## src/rtl/mem_arb_pkg.sv

```systemverilog
// rtl/mem_arb_pkg.sv - shared FSM and requester-id types for the main-memory port arbiter
package mem_arb_pkg;

  typedef enum logic [1:0] {
    IDLE     = 2'd0,
    GRANT_IF = 2'd1,
    GRANT_D  = 2'd2,
    RESP     = 2'd3
  } arb_state_e;

  typedef enum logic {
    REQ_IF = 1'b0,
    REQ_D  = 1'b1
  } req_id_e;

endpackage

```

## src/rtl/mem_arb_pick.sv

```systemverilog
// rtl/mem_arb_pick.sv - combinational winner select; round-robin with MEM_ARB_RR_EN, else data side wins
module mem_arb_pick
  import mem_arb_pkg::*;
(
  input  logic    if_req,
  input  logic    d_req,
  input  req_id_e last_grant,
  output req_id_e winner
);

`ifdef MEM_ARB_RR_EN
  // On a tie, hand the port to whoever did not hold it last.
  always_comb begin
    winner = REQ_IF;
    if (if_req && d_req) begin
      winner = (last_grant == REQ_IF) ? REQ_D : REQ_IF;
    end else if (d_req) begin
      winner = REQ_D;
    end
  end
`else
  logic unused_pick_inputs;
  assign unused_pick_inputs = if_req ^ (last_grant == REQ_D);

  always_comb begin
    winner = REQ_IF;
    if (d_req) begin
      winner = REQ_D;
    end
  end
`endif

endmodule

```

## src/rtl/mem_port_arbiter.sv

```systemverilog
// rtl/mem_port_arbiter.sv - two-requester main-memory port arbiter (tie policy set by MEM_ARB_RR_EN)
module mem_port_arbiter
  import mem_arb_pkg::*;
#(
  parameter int ADDR_W = 32,
  parameter int DATA_W = 32
) (
  input  logic              CLK,
  input  logic              RST_N,
  input  logic              if_req,
  input  logic [ADDR_W-1:0] if_addr,
  output logic [DATA_W-1:0] if_rdata,
  output logic              if_ack,
  input  logic              d_req,
  input  logic              d_we,
  input  logic [ADDR_W-1:0] d_addr,
  input  logic [DATA_W-1:0] d_wdata,
  output logic [DATA_W-1:0] d_rdata,
  output logic              d_ack,
  output logic              mem_req,
  output logic              mem_we,
  output logic [ADDR_W-1:0] mem_addr,
  output logic [DATA_W-1:0] mem_wdata,
  input  logic [DATA_W-1:0] mem_rdata,
  input  logic              mem_ack,
  output logic              busy,
  output logic              grant_d
);

  arb_state_e state, state_nx;
  req_id_e    last_grant;
  req_id_e    winner;
  logic       any_req;

  assign any_req = if_req || d_req;

  mem_arb_pick u_pick (
    .if_req     (if_req),
    .d_req      (d_req),
    .last_grant (last_grant),
    .winner     (winner)
  );

  always_ff @(posedge CLK or negedge RST_N) begin
    if (!RST_N) begin
      state <= IDLE;
    end else begin
      state <= state_nx;
    end
  end

  always_comb begin
    state_nx = state;
    case (state)
      IDLE:              if (any_req) state_nx = (winner == REQ_D) ? GRANT_D : GRANT_IF;
      GRANT_IF, GRANT_D: if (mem_ack) state_nx = RESP;
      RESP:              state_nx = IDLE;
      default:           state_nx = IDLE;
    endcase
  end

  // grant_d is kept apart from last_grant so it can reset to 0 while the
  // round-robin pointer resets to favour fetch.
  always_ff @(posedge CLK or negedge RST_N) begin
    if (!RST_N) begin
      mem_req    <= 1'b0;
      mem_we     <= 1'b0;
      mem_addr   <= '0;
      mem_wdata  <= '0;
      if_rdata   <= '0;
      d_rdata    <= '0;
      last_grant <= REQ_D;
      grant_d    <= 1'b0;
    end else if (state == IDLE) begin
      if (any_req) begin
        mem_req    <= 1'b1;
        last_grant <= winner;
        grant_d    <= (winner == REQ_D);
        if (winner == REQ_D) begin
          mem_we    <= d_we;
          mem_addr  <= d_addr;
          mem_wdata <= d_wdata;
        end else begin
          mem_we    <= 1'b0;
          mem_addr  <= if_addr;
          mem_wdata <= '0;
        end
      end
    end else if ((state == GRANT_IF || state == GRANT_D) && mem_ack) begin
      mem_req <= 1'b0;
      if (!mem_we) begin
        if (state == GRANT_D) begin
          d_rdata <= mem_rdata;
        end else begin
          if_rdata <= mem_rdata;
        end
      end
    end
  end

  assign busy   = (state != IDLE);
  assign if_ack = (state == RESP) && !grant_d;
  assign d_ack  = (state == RESP) && grant_d;

endmodule

```

## config.mk

```make
export PLATFORM = sky130hd
export DESIGN_NAME = mem_port_arbiter
export DESIGN_NICKNAME = d
export VERILOG_FILES = /design/src/rtl/mem_arb_pkg.sv /design/src/rtl/mem_arb_pick.sv /design/src/rtl/mem_port_arbiter.sv
export SDC_FILE = /design/constraint.sdc
export NUM_CORES = 1
export LEC_CHECK = 0
export CAP_MARGIN = 0
export CELL_PAD_IN_SITES_DETAIL_PLACEMENT = 1
export CELL_PAD_IN_SITES_GLOBAL_PLACEMENT = 1
export CORE_ASPECT_RATIO = 0.75
export CORE_MARGIN = 10
export CORE_UTILIZATION = 31
export CTS_CLUSTER_DIAMETER = 60
export DETAILED_ROUTE_END_ITERATION = 7
export PLACE_DENSITY = 0.86
export SETUP_SLACK_MARGIN = 0.02
export SLEW_MARGIN = 20
export SYNTH_ARGS = -nofsm -noshare
export SYNTH_HDL_FRONTEND = slang
export SYNTH_SLANG_ARGS = --single-unit
```

## constraint.sdc

```tcl
create_clock -name CLK -period 2.3 [get_ports CLK]
set_clock_uncertainty 0.1 [all_clocks]
set_input_delay 0.69 -clock CLK [delete_from_list [all_inputs] [get_ports CLK]]
set_output_delay 0.69 -clock CLK [all_outputs]
set_load 0.02 [all_outputs]
```

==> run metrics <==
Root Buffer=clkbuf_16; largest net degree at the start of global routing=71; first-pass GRT wire length=30,060 um; Port Buffer Count=267; WL per Instance=19.79 um; status=finished, final reports clean; Starting Density=0.3149; GRT Overall Usage=0.1623; Iter 0 DRT Violations=219; clock tree buffer depth=2; #FFs+latches synth=133; Hold-fix buffers, CTS=0; Die Width=174.4 um; die height=135.8 um; post-synth top area share=0.6005; ranking of synthesized cells by area=dfrtp_1, mux2_4, nand2_1; final period utilization=0.9670; Post-Route M1 WL=7593 um; post-synth net total=585; clock buffer count from CTS=17; combinational power share=0.495; Hold Fails Final Rpt=0; Synth Cell Area=0.005543 mm2; CP Launch Type=register; total global routing overflow=0; CP Cell Sequence=clkdlybuf4s50_1; Slew headroom=0.7356; CTS tree=yes; Area growth syn-to-layout=64.90%; routed wire length=19,220 um; Required @ worst endpoint=1.51 ns; Final Core Density=0.5192; site row count=42; CP Capture Type=primary output; Worst Path Max Fanout=3; multi-input logic area=0.002053 mm2; DR WL met3=1760 um; max-cap viol count=0; Top Ports=268; 1st-pass router iterations=6; Final min period=2.224 ns; Yosys warning count=0; Hold WS=0.1552 ns; number of global-route vias before repair=5,102; share of total power in sequential cells=0.309; cell-internal power=8.322 mW; residual DRC count=0; delay-heaviest family, CP=buffers and inverters; final setup violating endpoints=0; f_max=449.6 MHz; Clk pwr share=0.196; Leakage Power=4.190 nW; CP max stage cell=clkdlybuf4s50_1; Clk Latency, worst-skew pair=0.41 ns; layout cells sized above 1=0.1605; vias per std cell=4.550; Post-synth EDFFs=0; Final Slew Violations=0; Routed Antenna Nets=0; initial antenna violation count=0; Seq. cell area=0.003328 mm2; clk sinks=133; gpl congestion=0.7734; async set-reset flop share out of synthesis=1.000; CP bufs+invs=1; CTS clk-pin slew, worst paths=0.06 ns; RSZ-0062 raised after global routing=false; worst hold path type=in2async; syn avg cell area=12.40 um2; Yosys cell types=26; DR top layer=met4; Sw Ratio=0.3783; filler instances=1,822; Gate Count Post-Synth=447; dpl hpwl=14,830 um; via count=4,418; Post-CTS Setup Bufs=0; Sw Pwr=5.065 mW; biggest area consumer among synthesized cells=dfrtp_1; DIE AREA=0.02368 mm2; TNS Setup=0 ns; Worst-Margin Slew=0.3965 ns; Detail Route met2 WL=9667 um; final net count=854; Core Area=0.01760 mm2; WS Path Type=reg2out; diodes inserted=0; VDD IR max=0.0005335 V; Data arrival, critical path=1.43 ns; H-tree depth=4; PwrDens=1465 mW/mm2; Post-synth top flop=dfrtp_1; slowest stage delay, CP=0.65 ns; sequential share of the synthesized area=0.6005
## registers in the layout, indices dropped and copies added (netlist names)
| signal | cells |
|---|---|
| state | 2 |
| d_rdata | 32 |
| mem_req | 1 |
| mem_addr | 32 |
| if_rdata | 32 |
| mem_we | 1 |
| grant_d | 1 |
| mem_wdata | 32 |
## cell usage in the layout (no fill, tap or decap), types with 4 or more instances in the layout
cell type / count
clkinvlp_4: 5
inv_6: 5
nand2_1: 102
nand3_1: 33
mux2i_1: 34
buf_4: 4
clkbuf_16: 17
clkdlybuf4s50_1: 258
mux2_2: 32
buf_12: 7
o21ai_0: 33
dfrtp_1: 133
mux2_4: 30
## timing repair
action / 4_1_cts / 5_1_grt
resized for setup: 13 / 6
endpoints found under the hold margin: 0 / 0
setup endpoints to repair: 32 / 20
cloned: 1 / 0
## power groups by stage
stage,combinational (mW),clock (mW),sequential [mW]
after floorplan,2.11,0,5.37
after global placement,6.41,0,4.09
after detailed placement,6.65,0,4.17
after CTS,6.74,2.70,4.15
after global routing,7.11,2.83,4.28
final,6.62,2.62,4.14
## area by class of cell
type	instances	share of cell area
repair buffers	279	0.3139
clock inverters	14	0.01561
multi-input cells	281	0.2246
well taps	242	0.03313
clock buffers	18	0.04695
flip-flops and latches	133	0.3641
inverters	4	0.001643
## cell families (layout without fill, tap and decap cells)
family,Yosys count,in the layout,synth area share
mux,98,98,0.2117
flops,133,133,0.6005
simple gates,142,142,0.1095
fa+ha+maj,4,4,0.009030
buf+inv,33,315,0.03453
compound gates,37,37,0.03476
## through the flow
stage | cells | area [um2] | setup WS [ns] | power [mW]
final | 971 | 9140 | 0.07600 | 13.39
after global routing | 971 | 9140 | 0.01773 | 14.23
after CTS | 971 | 9126 | 0.01828 | 13.59
after detailed placement | 938 | 8521 | -0.3829 | 10.82
after global placement | 938 | 8521 | -0.3570 | 10.50
after floorplan | 447 | 5543 | 0.2939 | 7.481
## Yosys cell counts (2+ instances only)
cell type    n
o21ai_0     33
mux2_2      32
mux2_4      30
mux2_1       2
dfrtp_1    133
clkbuf_1    15
buf_2        9
inv_1        4
nand3_1     33
mux2i_1     34
ha_1         4
nand2_1    102
buf_12       3
## routing by layer
| layer | GRT usage | vias to the layer above |
|---|---|---|
| met2 | 0.2779 | 162 |
| met4 | 0.04879 | 0 |
| met1 | 0.1745 | 2189 |
| li1 | - | 2054 |
| met3 | 0.07994 | 13 |
| met5 | 0 | - |
## path summary, 6_finish.rpt
check                      slack [ns]                       end                      from  cells past startpoint
min                              0.16    d_rdata[3]$_DFFE_PN0P_                     RST_N                      2
max in group asynchronous        1.60   mem_addr[0]$_DFFE_PN0P_                     RST_N                      2
min in group CLK                 0.36  mem_wdata[0]$_DFFE_PN0P_  mem_wdata[0]$_DFFE_PN0P_                      2
max                              0.08                   mem_req       mem_req$_DFFE_PN0P_                      1
min reg2reg                      0.36  mem_wdata[0]$_DFFE_PN0P_  mem_wdata[0]$_DFFE_PN0P_                      2
max reg2reg                      0.10   if_rdata[9]$_DFFE_PN0P_      state[1]$_DFFE_PN0P_                      6
Note: power is estimated with default switching activity, not from simulation.
